==> src/rtl/cpu_controller.sv <==
// cpu_controller: Moore FSM sequencing fetch, decode and datapath control of the simple RISC machine
module cpu_controller (
    input  logic        clk,
    input  logic        reset_n,
    input  logic [15:0] ir,
    output logic [1:0]  vsel,
    output logic [2:0]  writenum,
    output logic [2:0]  readnum,
    output logic        write,
    output logic        loada,
    output logic        loadb,
    output logic        loadc,
    output logic        loads,
    output logic        asel,
    output logic        bsel,
    output logic [1:0]  shift,
    output logic [1:0]  ALUop,
    output logic        load_pc,
    output logic        reset_pc,
    output logic        load_ir,
    output logic        load_addr,
    output logic        addr_sel,
    output logic [1:0]  mem_cmd,
    output logic        halted
);
    localparam logic [1:0] MNONE  = 2'b00;
    localparam logic [1:0] MREAD  = 2'b01;
    localparam logic [1:0] MWRITE = 2'b10;

    typedef enum logic [4:0] {
        S_RST, S_IF1, S_IF2, S_UPDATE_PC, S_DECODE, S_WRITE_IMM, S_GET_A, S_GET_B,
        S_ALU, S_ALU_S, S_WRITE_RD, S_ADDR, S_LD_ADDR, S_MEM_RD1, S_MEM_RD2,
        S_GET_RD, S_PASS, S_MEM_WR, S_HALT
    } state_t;

    state_t state, next;

    logic [4:0] instr;
    logic       is_ldr, is_str, is_cmp, is_mov;

    assign instr  = ir[15:11];
    assign is_ldr = instr == 5'b01100;
    assign is_str = instr == 5'b10000;
    assign is_cmp = instr == 5'b10101;
    assign is_mov = instr == 5'b11000;

    // State register; reset aborts any instruction in flight immediately
    always_ff @(posedge clk or negedge reset_n)
        if (!reset_n) state <= S_RST;
        else          state <= next;

    // Next-state: fixed fetch prologue, then dispatch on {opcode, op}
    always_comb begin
        next = S_RST;
        case (state)
            S_RST:       next = S_IF1;
            S_IF1:       next = S_IF2;
            S_IF2:       next = S_UPDATE_PC;
            S_UPDATE_PC: next = S_DECODE;
            S_DECODE:
                case (instr)
                    5'b11010:                    next = S_WRITE_IMM;
                    5'b11000, 5'b10111:          next = S_GET_B;
                    5'b10100, 5'b10110, 5'b10101,
                    5'b01100, 5'b10000:          next = S_GET_A;
                    default:                     next = S_HALT;
                endcase
            S_GET_A:     next = (is_ldr || is_str) ? S_ADDR : S_GET_B;
            S_GET_B:     next = is_cmp ? S_ALU_S : S_ALU;
            S_ALU:       next = S_WRITE_RD;
            S_ADDR:      next = S_LD_ADDR;
            S_LD_ADDR:   next = is_ldr ? S_MEM_RD1 : S_GET_RD;
            S_MEM_RD1:   next = S_MEM_RD2;
            S_GET_RD:    next = S_PASS;
            S_PASS:      next = S_MEM_WR;
            S_HALT:      next = S_HALT;
            S_WRITE_IMM, S_ALU_S, S_WRITE_RD, S_MEM_RD2, S_MEM_WR: next = S_IF1;
            default:     next = S_RST;
        endcase
    end

    // Control outputs depend on state only (ir fields are stable from DECODE on)
    always_comb begin
        vsel = 2'b00; writenum = 3'd0; readnum = 3'd0;
        write = 1'b0; loada = 1'b0; loadb = 1'b0; loadc = 1'b0; loads = 1'b0;
        asel = 1'b0; bsel = 1'b0; shift = 2'b00; ALUop = 2'b00;
        load_pc = 1'b0; reset_pc = 1'b0; load_ir = 1'b0; load_addr = 1'b0;
        addr_sel = 1'b0; mem_cmd = MNONE; halted = 1'b0;
        case (state)
            S_RST:       begin reset_pc = 1'b1; load_pc = 1'b1; end
            S_IF1:       begin addr_sel = 1'b1; mem_cmd = MREAD; end
            S_IF2:       begin addr_sel = 1'b1; mem_cmd = MREAD; load_ir = 1'b1; end
            S_UPDATE_PC: load_pc = 1'b1;
            S_WRITE_IMM: begin vsel = 2'b10; writenum = ir[10:8]; write = 1'b1; end
            S_GET_A:     begin readnum = ir[10:8]; loada = 1'b1; end
            S_GET_B:     begin readnum = ir[2:0]; loadb = 1'b1; end
            S_ALU:       begin shift = ir[4:3]; ALUop = ir[12:11]; asel = is_mov; loadc = 1'b1; end
            S_ALU_S:     begin shift = ir[4:3]; ALUop = ir[12:11]; asel = is_mov; loads = 1'b1; end
            S_WRITE_RD:  begin writenum = ir[7:5]; write = 1'b1; end
            S_ADDR:      begin bsel = 1'b1; loadc = 1'b1; end
            S_LD_ADDR:   load_addr = 1'b1;
            S_MEM_RD1:   mem_cmd = MREAD;
            S_MEM_RD2:   begin mem_cmd = MREAD; vsel = 2'b11; writenum = ir[7:5]; write = 1'b1; end
            S_GET_RD:    begin readnum = ir[7:5]; loadb = 1'b1; end
            S_PASS:      begin asel = 1'b1; loadc = 1'b1; end
            S_MEM_WR:    mem_cmd = MWRITE;
            S_HALT:      halted = 1'b1;
            default:     ;
        endcase
    end
endmodule

==> config.mk <==
export PLATFORM = sky130hd
export DESIGN_NAME = cpu_controller
export DESIGN_NICKNAME = d
export VERILOG_FILES = /design/src/rtl/cpu_controller.sv
export SDC_FILE = /design/constraint.sdc
export NUM_CORES = 1
export LEC_CHECK = 0
export BUFFER_PORTS_ARGS = -buffer_cell sky130_fd_sc_hd__buf_4
export CAP_MARGIN = 20
export CORE_MARGIN = 1.5
export CORE_UTILIZATION = 25
export DETAILED_ROUTE_END_ITERATION = 10
export PLACE_DENSITY_LB_ADDON = 0.08
export SLEW_MARGIN = 10
export SYNTH_ARGS = -nofsm -noshare
export SYNTH_HDL_FRONTEND = slang
export SYNTH_SLANG_ARGS = --single-unit
==> constraint.sdc <==
create_clock -name clk -period 1.77 [get_ports clk]
set_input_delay 0.177 -clock clk [delete_from_list [all_inputs] [get_ports clk]]
set_output_delay 0.177 -clock clk [all_outputs]
set_load 0.02 [all_outputs]
# Word-level counts from Yosys, hierarchy flattened
# Memory sizes are Yosys's and may differ from the RTL's.
# Cells that the tools add are included.
[totals] n_memories=1 ff_bits=5 latch_bits=0 ramBits=0 mem_bits_ro=128 wordCells=58
[memory_table] name="(name not given)" depth=32 width=4 rd=1 rd_ports_with_merged_regs=0 write_ports=0 line_no="61" rtl="case (instr)"
[op_classes] order_cmp=0 n_mul=0 n_eq_ne=22 mux=23 bitwise_logic=0 div=0 reduce_logical=11 add_sub_neg=0 shifts=0
[op_table] op="$pmux W5 S14" count=1
[op_table] op="$eq A5 B4 Y1 const B" count=9
[op_table] op="$eq A5 B5 Y1 const B" count=6
[op_table] op="$eq A5 B3 Y1 const B" count=4
[op_table] op="$mux W1" count=13
[op_table] op="$eq A5 B2 Y1 const B" count=2
[op_table] op="$reduce_or A2 Y1" count=5
[op_table] op="$pmux W3 S3" count=1
[op_table] op="$pmux W2 S2" count=2
[op_table] op="$mux W2" count=3
[op_table] op="$pmux W3 S2" count=1
[op_table] op="$reduce_or A3 Y1" count=2
[op_table] op="$reduce_or A6 Y1" count=1
[op_table] op="$eq A5 B1 Y1 const B" count=1
[op_table] op="$logic_not A5 Y1" count=1
[op_table] op="$mux W4" count=1
[op_table] op="$reduce_or A4 Y1" count=1
[op_table] op="$pmux W1 S2" count=1
[op_table] op="$logic_or A1 B1 Y1" count=1

# Depth between registers and ports, before layout
# Gate-level depths: netlist (run 1).
[logic_depth] word_depth=4 depth_mapped=6 ltp_nobuf=5

# Worst setup path after synthesis (run 1)
# No wires, ideal clock.
[synth_path] kind="register -> output" startpoint="register state[1]" endpoint="output port mem_cmd[1]" path_buffers=2 arrival_time_ns=1.470 stages_incl_launch_ff=4 path_slack_ns=0.123 path_cell_list="dfrtp_1 buf_2 buf_2 nor4_1"
[synth_via] elab_chain_len=3 word_cells_on_any_way=7 classes_between="5 x eq/ne; 1 x mux; 1 x reduce/logical"
[synth_lines] element="from (decl)" line_no="36" rtl="state_t state, next;"
[synth_lines] element="from (signal assigned)" line_no="50" rtl="else state <= next;"
[synth_lines] element="$eq A5 B4 Y1 (tied with other cells)" line_no="89" rtl="case (state)"
[synth_lines] element="$reduce_or A4 Y1 (no line)"
[synth_lines] element="$pmux W2 S2 (*)" line_no="89"
[synth_lines] element="to (decl)" line_no="23" rtl="output logic [1:0] mem_cmd,"
# Mark *: on every way between the ends. The rest lies on a longest branch, timed or not.

# Final worst setup path (run 1)
[layout_path] startpoint="register state[1]" endpoint="output port shift[0]"
[layout_via] elab_chain_len=3 word_cells_on_any_way=4 classes_between="2 x eq/ne; 1 x mux; 1 x reduce/logical"
[layout_lines] element="$eq A5 B4 Y1" line_no="89"
[layout_lines] element="$reduce_or A2 Y1 (no line) (*)"
[layout_lines] element="$mux W2 (*)" line_no="89"
[layout_lines] element="to (decl)" line_no="16" rtl="output logic [1:0] shift,"
# Marks and branches as above.

==> flow_metrics.py, run 1 <==
metrics = {
    "outcome": {
        "status": "complete, no violations",
    },
    "final_layout": {
        "multiInputGateArea_um2": 661,
        "finalNetCount": 201,
        "drive_gt1_share_pct": 43.4,
        "n_fill_cell": 355,
        "largest_registers": "state: 5 flops",
        "area_growth_pct": 65.4,
        "layout.area.seq_um2": 130,
        "fin_area_um2": 1370,
        "diodes": 0,
        "largest_register": "state",
        "post-route-util_pct": 44.3,
        "largest_register_ffs": 5,
    },
    "cts": {
        "cts_root_buffer": "clkbuf_4",
        "cts_sinks": 5,
        "cts_tree": "done",
        "path_clk_slew_ns": 0.04,
        "htree_num_levels": 1,
        "clockBufferDepth": 2,
        "clock_latency_ns": 0.24,
        "numCtsBuffers": 3,
    },
    "drt": {
        "vias_per_cell": 4.89,
        "vias": 1106,
        "drtAntennaViolNets": 0,
        "drc": 0,
        "wl_um": 2790,
        "drtIter0Drc": 25,
        "drt_pass1_iterations": 4,
        "wl_per_cell_um": 12.3,
    },
    "power_and_ir_drop": {
        "seqPwrFrac_pct": 13.5,
        "leakage_nw": 0.629,
        "p_clk_share_pct": 6.0,
        "p_int_w": 0.00106,
        "comb_power_share_pct": 80.5,
        "fin_total_pwr_w": 0.00217,
        "switching_share_pct": 51.1,
        "vdd_ir_drop_max_mv": 0.566,
        "p_sw_w": 0.00111,
        "power.density_nw_per_um2": 1580,
    },
    "worst_setup_path": {
        "worstPathMaxFanout": 9,
        "crit_path_cell_trace": "or3_4, nor2_4, and2_1, buf_4",
        "path_depth": 4,
        "critPathTopFamily": "simple AND/OR/NAND/NOR gates",
        "critPathRequiredTime_ns": 1.59,
        "r2r_cells": 6,
        "crit_path_max_incr_delay_ns": 0.47,
        "r2r-start": "state[1]$_DFF_PN0_",
        "critPathBufInv": 1,
        "r2r_slack_ns": 0.18,
        "worstReg2RegEnd": "state[1]$_DFF_PN0_",
        "crit_slowest_cell": "dfrtp_2",
        "critPathCaptureType": "output pin",
        "startpoint_type": "flip-flop",
        "worstSetupPathType": "reg2out",
        "arrival_ns": 1.53,
    },
    "sta": {
        "final-max-slew-violation-count": 0,
        "timing_worst_slew_pin_value_ns": 0.446,
        "final-hold-violation-count": 0,
        "max_freq_ghz": 0.587,
        "min_period_ns": 1.70,
        "finalSetupViolations": 0,
        "setup_tns_ns": 0,
        "skew_ns": 0.00184,
        "rsz0062_at_grt": "no",
        "min_period_over_period_pct": 96.3,
        "fin_hold_ws_ns": 0.277,
        "relSlewSlack_pct": 69.9,
    },
    "floorplanning": {
        "pin_count": 45,
        "dieHeight_um": 60.6,
        "rows": 20,
        "die_w_um": 60.6,
        "start_util_pct": 26.8,
        "die_area_um2": 3680,
        "coreArea_um2": 3100,
    },
    "synth": {
        "async_reset_ff_share_pct": 100,
        "synth_edf_count": 0,
        "ys_types": 46,
        "synth_cells": 127,
        "synth-seq-area-share_pct": 15.1,
        "ys.flop_type": "dfrtp_1",
        "ys_ff_latch": 5,
        "syn_nets": 145,
        "netlist_area_um2": 831,
        "synth_warnings": 0,
        "synth.avg_cell_area_um2": 6.54,
    },
    "global_route": {
        "overflow": 0,
        "grt_util_all_layers_pct": 14.4,
        "antenna_found_initial": 0,
        "grt_max_degree": 27,
        "grt_pass1_vias": 859,
        "grt_pass1_wl_um": 4080,
    },
    "run": {
        "maxCapViolations": 0,
    },
    "placed_design": {
        "io_buffers": 44,
        "hpwlAfterDp_um": 2020,
        "gp_congestion": 0.797,
        "dpl_cell_area_um2": 1220,
    },
    "min_path": {
        "hold_class": "in2async",
    },
}
## routing by layer
| layer | vias up | share of wire [%] | track usage [%] | wire length (µm) |
|---|---|---|---|---|
| met3 | 0 | 2.8 | 0 | 79 |
| met2 | 26 | 49 | 22.6 | 1370 |
| met5 | - | 0 | 0 | 0 |
| li1 | 571 | - | - | - |
| met4 | 0 | 0 | 4.66 | 0 |
| met1 | 509 | 48 | 21.5 | 1340 |
## worst reg2reg max path: stages (launching register included)
cell and delay, ns:
dfrtp_2 0.47, buf_4 0.16, buf_4 0.17, o41ai_1 0.30, o21ai_0 0.11, a21oi_1 0.16
o22ai_1 0.10
## area by class of cell
cell class              instances  share of cell area [%]
clock buffers                   4                    1.91
inverters                       5                    1.55
multi-input cells             106                    48.1
flip-flops and latches          5                    9.47
well taps                      44                    4.01
repair buffers                 62                    35.0
## power by group through the flow
stage | logic, W | clock network (W) | registers (W)
after floorplan | 0.00112 | 0 | 0.000193
after global placement | 0.00155 | 0 | 0.000276
after detailed placement | 0.00155 | 0 | 0.000275
after CTS | 0.00156 | 0.000136 | 0.000281
after global routing | 0.00190 | 0.000142 | 0.000301
final | 0.00175 | 0.000131 | 0.000292
## metrics by stage
stage,worst slack (ns),std cells
floorplan,0.123,127
global placement,0.219,211
detailed placement,0.225,211
CTS,0.0187,216
global route,0.00548,226
finish,0.0657,226
## cells in the mapped netlist, types with 2 or more instances
library cell | number | share of area, %
nor2_1 | 17 | 7.7
a21oi_1 | 13 | 7.8
nand2_1 | 12 | 5.4
nor3_1 | 7 | 4.2
buf_2 | 6 | 3.6
o21ai_0 | 6 | 3.6
dfrtp_1 | 5 | 15
nor4_1 | 5 | 3.8
a22o_1 | 3 | 3.2
and2_1 | 3 | 2.3
inv_1 | 3 | 1.4
mux2i_1 | 3 | 3.6
nand3_1 | 3 | 1.8
nand3b_1 | 3 | 2.7
buf_4 | 2 | 1.8
inv_2 | 2 | 0.90
nor2b_1 | 2 | 1.5
o21ai_1 | 2 | 1.2
or3_1 | 2 | 1.5
xnor2_1 | 2 | 2.1
## cell usage in the layout (no fill, tap or decap), drive strengths merged, types with 3 or more instances in the layout
master	netlist	final
nand3	3	3
inv	5	5
nand2	12	12
mux2i	3	3
and2	3	3
o21ai	8	8
nand3b	3	3
or3	3	3
a21oi	13	13
a22o	3	3
dfrtp	5	5
clkbuf	1	4
nor4	5	5
buf	10	61
nor2	18	18
nor3	8	8
## how the worst max path moves through the flow
stage	start	endpoint	slack [ns]
finish	state[1]$_DFF_PN0_	shift[0]	0.07
global route	state[1]$_DFF_PN0_	shift[0]	0.005
CTS	state[4]$_DFF_PN0_	readnum[1]	0.02
detailed placement	state[4]$_DFF_PN0_	shift[0]	0.23
global placement	state[2]$_DFF_PN0_	writenum[0]	0.22
floorplan	state[1]$_DFF_PN0_	mem_cmd[1]	0.12
## cells by family after synthesis
group,count (synthesis),synth area share [%]
AO/OA/AOI/OAI,34,25.5
flip-flops,5,15.1
XOR/XNOR,3,3.16
multiplexers,3,3.61
buffers and inverters,16,9.94
AND/OR/NAND/NOR,66,42.8
## repair_timing
item                       4_1_cts  5_1_grt
gates cloned                     0        0
setup buffers                    0       10
hold buffers                     1        0
resized for setup                4        8
setup endpoints to repair        9       11
hold endpoints to repair         5        0
pin swaps                        0        3
No activity file was read; power rests on OpenSTA's default activity.
==> inputs of run 2 (changes only) <==
--- a/config.mk
+++ b/config.mk
@@ -11,6 +11,7 @@
 export CORE_UTILIZATION = 25
 export DETAILED_ROUTE_END_ITERATION = 10
 export PLACE_DENSITY_LB_ADDON = 0.08
+export REMOVE_ABC_BUFFERS = 1
 export SLEW_MARGIN = 10
 export SYNTH_ARGS = -nofsm -noshare
 export SYNTH_HDL_FRONTEND = slang
==> run 2 against run 1 <==
Sequential share of layout area fell by 0.44 points. Final cell count rose by 3.1%. Die area did not move. Sequential power rose by 1%. Clock power up 8%. Core utilization is 2.6 points higher. Highest routed layer is now met4.
==> flow_metrics.py, run 2 (same netlist as run 1, synthesis figures left out) <==
metrics = {
    "floorplanning": {
        "die_w_um": 60.6,
        "rows": 20,
        "start_util_pct": 26.8,
        "die_area_um2": 3680,
        "dieHeight_um": 60.6,
        "coreArea_um2": 3100,
        "pin_count": 45,
    },
    "worst_setup_path": {
        "critPathLaunch": "state[4]$_DFF_PN0_",
        "arrival_ns": 1.56,
        "critPathRequiredTime_ns": 1.59,
        "worstPathMaxFanout": 6,
        "startpoint_type": "flip-flop",
        "r2r_cells": 5,
        "r2r-start": "state[1]$_DFF_PN0_",
        "r2r_slack_ns": 0.26,
        "worstReg2RegEnd": "state[4]$_DFF_PN0_",
        "worstSetupPathType": "reg2out",
        "critPathCaptureType": "output pin",
        "endpoint": "writenum[1]",
    },
    "sta": {
        "min_period_over_period_pct": 98.4,
        "timing_worst_slew_pin_value_ns": 0.423,
        "fin_hold_ws_ns": 0.255,
        "fin_ws_ns": 0.0281,
        "min_period_ns": 1.74,
        "finalSetupViolations": 0,
        "rsz0062_at_grt": "yes",
        "final-max-slew-violation-count": 0,
        "final-hold-violation-count": 0,
        "relSlewSlack_pct": 71.4,
        "skew_ns": 0.000291,
        "max_freq_ghz": 0.574,
    },
    "drt": {
        "drt_pass1_iterations": 4,
        "vias": 1160,
        "drc": 0,
        "vias_per_cell": 4.98,
        "drtAntennaViolNets": 0,
        "drtIter0Drc": 28,
        "wl_per_cell_um": 12.7,
        "wl_um": 2960,
    },
    "placed_design": {
        "gp_congestion": 0.789,
        "hpwlAfterDp_um": 2140,
        "io_buffers": 44,
        "place_ws_ns": 0.152,
    },
    "final_layout": {
        "final_common_cell": "buf_4",
        "largest_registers": "state: 5 flops",
        "finalNetCount": 208,
        "layout_common_cells": "buf_4, nor2_1, a21oi_1",
        "diodes": 0,
        "largest_register_ffs": 5,
        "drive_gt1_share_pct": 48.7,
        "area_growth_pct": 75.2,
        "largest_register": "state",
        "n_fill_cell": 339,
    },
    "power_and_ir_drop": {
        "power.density_nw_per_um2": 1580,
        "leakage_nw": 0.665,
        "vdd_ir_drop_max_mv": 0.432,
    },
    "global_route": {
        "grt_max_degree": 14,
        "grt_util_all_layers_pct": 16.3,
        "grt_pass1_vias": 974,
        "grt_pass1_wl_um": 4510,
        "antenna_found_initial": 0,
        "overflow": 0,
    },
    "cts": {
        "cts_sinks": 5,
        "clockBufferDepth": 2,
        "htree_num_levels": 1,
        "numCtsBuffers": 3,
        "path_clk_slew_ns": 0.04,
        "cts_tree": "done",
        "cts_root_buffer": "clkbuf_4",
        "clock_latency_ns": 0.25,
    },
    "run": {
        "maxCapViolations": 0,
    },
    "min_path": {
        "hold_class": "in2async",
    },
    "outcome": {
        "status": "complete, no violations",
    },
}
run 2: repair_timing:
action	4_1_cts	5_1_grt
pin swaps	1	6
resized for setup	6	20
setup buffers	4	9
hold endpoints to repair	5	0
endpoints found under the setup margin	13	13
hold buffers	1	0
run 2: worst min path at each step:
| stage | slack [ns] | endpoint |
|---|---|---|
| after CTS | 0.26 | state[2]$_DFF_PN0_ |
| after global placement | -0.02 | state[2]$_DFF_PN0_ |
| after floorplan | -0.12 | state[0]$_DFF_PN0_ |
| final | 0.25 | state[2]$_DFF_PN0_ |
| after global routing | 0.28 | state[2]$_DFF_PN0_ |
| after detailed placement | -0.02 | state[2]$_DFF_PN0_ |
run 2: per-layer routing:
| layer | vias up | wire, µm | track usage, % |
|---|---|---|---|
| li1 | 591 | - | - |
| met1 | 538 | 1380 | 22.8 |
| met2 | 25 | 1420 | 24.7 |
| met3 | 6 | 109 | 2.77 |
| met4 | 0 | 56 | 6.52 |
| met5 | - | 0 | 0 |
run 2: metrics by stage:
step	cells	utilization [%]	TNS [ns]	power, W	cell area (µm²)
after CTS	224	42.5	0	0.00209	1320
after global placement	215	39.8	0	0.00186	1230
after floorplan	116	-	-0.140	0.00120	767
after detailed placement	215	39.8	0	0.00185	1230
final	233	46.9	0	0.00231	1460
after global routing	233	46.9	-0.166	0.00250	1460
run 2: worst max-delay path: stages (launching register included):
cell,delay (ns)
dfrtp_2,0.47
buf_6,0.16
nor4_4,0.26
buf_4,0.17
a22o_1,0.12
buf_4,0.13
run 2: final cells by class:
cell class	count	area (µm²)	share of cell area (%)
Tap cell	44	55.1	3.78
Inverter	5	23.8	1.63
Multi-Input combinational cell	106	679	46.7
Timing Repair Buffer	69	539	37.1
Sequential cell	5	131	9.03
Clock buffer	4	26.3	1.81
run 2: report_power, final:
| part | internal (W) | total (W) | switching [W] |
|---|---|---|---|
| sequential | 0.000175 | 0.000296 | 0.000121 |
| clock | 0.0000858 | 0.000142 | 0.0000558 |
| combinational | 0.000884 | 0.00187 | 0.000984 |
==> inputs of run 3 (changes only) <==
==> constraint.sdc (replaced) <==
create_clock -name clk -period 2.1 [get_ports clk]
set_input_delay 0.21 -clock clk [delete_from_list [all_inputs] [get_ports clk]]
set_output_delay 0.21 -clock clk [all_outputs]
set_load 0.02 [all_outputs]
==> run 3 against run 2 <==
Die area is the same. Total power shrank 29%. Routed wire length shrank 7.2%. Setup slack gained 0.18 ns. Clock skew grew 0.00078 ns.
==> flow_metrics.py, run 3 (same netlist as run 1, synthesis figures left out) <==
metrics = {
    "outcome": {
        "status": "complete, no violations",
    },
    "worst_setup_path": {
        "critPathRequiredTime_ns": 1.89,
        "startpoint_type": "flip-flop",
        "crit_path_cell_trace": "nor2b_1, nand2_1, nor2_1, a22o_1, buf_4",
        "crit_slowest_cell": "dfrtp_1",
        "arrival_ns": 1.68,
        "r2r-start": "state[2]$_DFF_PN0_",
        "r2r_cells": 6,
        "worstPathMaxFanout": 11,
        "critPathCaptureType": "output pin",
        "worstSetupPathType": "reg2out",
        "crit_path_max_incr_delay_ns": 0.57,
        "critPathLaunch": "state[1]$_DFF_PN0_",
    },
    "drt": {
        "vias": 1060,
        "drt_pass1_iterations": 4,
        "wl_um": 2750,
        "drtIter0Drc": 42,
        "wl_per_cell_um": 12.7,
        "drc": 0,
        "vias_per_cell": 4.91,
        "drtAntennaViolNets": 0,
    },
    "sta": {
        "relSlewSlack_pct": 70.7,
        "max_freq_ghz": 0.530,
        "min_period_ns": 1.89,
        "rsz0062_at_grt": "no",
        "timing_worst_slew_pin_value_ns": 0.435,
        "finalSetupViolations": 0,
        "skew_ns": 0.00108,
        "final-hold-violation-count": 0,
        "setup_tns_ns": 0,
        "min_period_over_period_pct": 89.9,
        "final-max-slew-violation-count": 0,
    },
    "power_and_ir_drop": {
        "vdd_ir_drop_max_mv": 0.278,
        "leakage_nw": 0.570,
        "fin_total_pwr_w": 0.00164,
        "power.density_nw_per_um2": 1320,
    },
    "final_layout": {
        "stdcell_count": 216,
        "n_fill_cell": 363,
        "largest_register_ffs": 5,
        "layout_common_cells": "buf_4, nor2_1, a21oi_1",
        "largest_registers": "state: 5 flops",
        "drive_gt1_share_pct": 36.0,
        "largest_register": "state",
        "finalNetCount": 191,
        "area_growth_pct": 49.5,
        "final_common_cell": "buf_4",
        "diodes": 0,
    },
    "cts": {
        "cts_sinks": 5,
        "numCtsBuffers": 3,
        "clock_latency_ns": 0.24,
        "htree_num_levels": 1,
        "path_clk_slew_ns": 0.04,
        "clockBufferDepth": 2,
        "cts_tree": "done",
        "cts_root_buffer": "clkbuf_4",
    },
    "floorplanning": {
        "dieHeight_um": 60.6,
        "coreArea_um2": 3100,
        "rows": 20,
        "die_w_um": 60.6,
        "start_util_pct": 26.8,
        "die_area_um2": 3680,
        "pin_count": 45,
    },
    "run": {
        "maxCapViolations": 0,
    },
    "placed_design": {
        "gp_congestion": 0.778,
        "dpl.cell_count": 211,
        "hpwlAfterDp_um": 2150,
        "io_buffers": 44,
    },
    "global_route": {
        "grt_max_degree": 20,
        "antenna_found_initial": 0,
        "grt_pass1_vias": 987,
        "grt_pass1_wl_um": 4400,
        "overflow": 0,
        "grt_util_all_layers_pct": 15.6,
    },
    "min_path": {
        "hold_class": "in2async",
    },
}
run 3: area by class of cell:
cell class / instances / area (µm²) / share of cell area [%]
Tap cell: 44 / 55.1 / 4.43
Inverter: 5 / 18.8 / 1.51
Timing Repair Buffer: 52 / 393 / 31.6
Clock buffer: 4 / 26.3 / 2.11
Multi-Input combinational cell: 106 / 623 / 50.2
Sequential cell: 5 / 126 / 10.2
run 3: critical path: cells and delay by family (launching register included):
family                 cells  cell delay (ns)
AO/OA/AOI/OAI              1             0.18
flip-flops                 1             0.57
AND/OR/NAND/NOR            3             0.54
buffers and inverters      1             0.13
run 3: repair_timing:
item                                    CTS  global route
endpoints found under the setup margin    0             5
hold buffers                              1             0
setup buffers                             0             0
gates resized for setup                   0             1
hold endpoints to repair                  5             0
run 3: path summary, 6_finish.rpt:
kind | to | slack [ns]
max in group asynchronous | state[4]$_DFF_PN0_ | 1.68
worst max register to register | state[1]$_DFF_PN0_ | 0.60
min in group clk | state[0]$_DFF_PN0_ | 0.41
worst min register to register | state[3]$_DFF_PN0_ | 0.67
worst max-delay path | writenum[2] | 0.21
worst min-delay path | state[1]$_DFF_PN0_ | 0.30
run 3: power breakdown:
| group | total [W] | internal (W) | switching [W] |
|---|---|---|---|
| Combinational | 0.00125 | 0.000545 | 0.000707 |
| Sequential | 0.000273 | 0.000140 | 0.000134 |
| Clock | 0.000110 | 0.0000717 | 0.0000378 |
| Total | 0.00164 | 0.000757 | 0.000879 |
run 3: through the flow:
stage | utilization, % | area, µm² | worst slack [ns] | hold WS (ns)
after floorplan | - | 767 | 0.180 | -0.0856
after global placement | 38.8 | 1200 | 0.402 | 0.0170
after detailed placement | 38.8 | 1200 | 0.373 | 0.0147
after CTS | 40.0 | 1240 | 0.106 | 0.300
after global routing | 40.0 | 1240 | 0.0704 | 0.330
final | 40.0 | 1240 | 0.213 | 0.301
run 3: routing by layer:
| layer | vias to the layer above | part of all wire, % | GRT usage [%] |
|---|---|---|---|
| met5 | - | 0 | 0 |
| met4 | 0 | 0.51 | 3.73 |
| met3 | 2 | 3.4 | 2.13 |
| met2 | 27 | 49 | 26.1 |
| met1 | 482 | 47 | 21.2 |
| li1 | 549 | - | - |
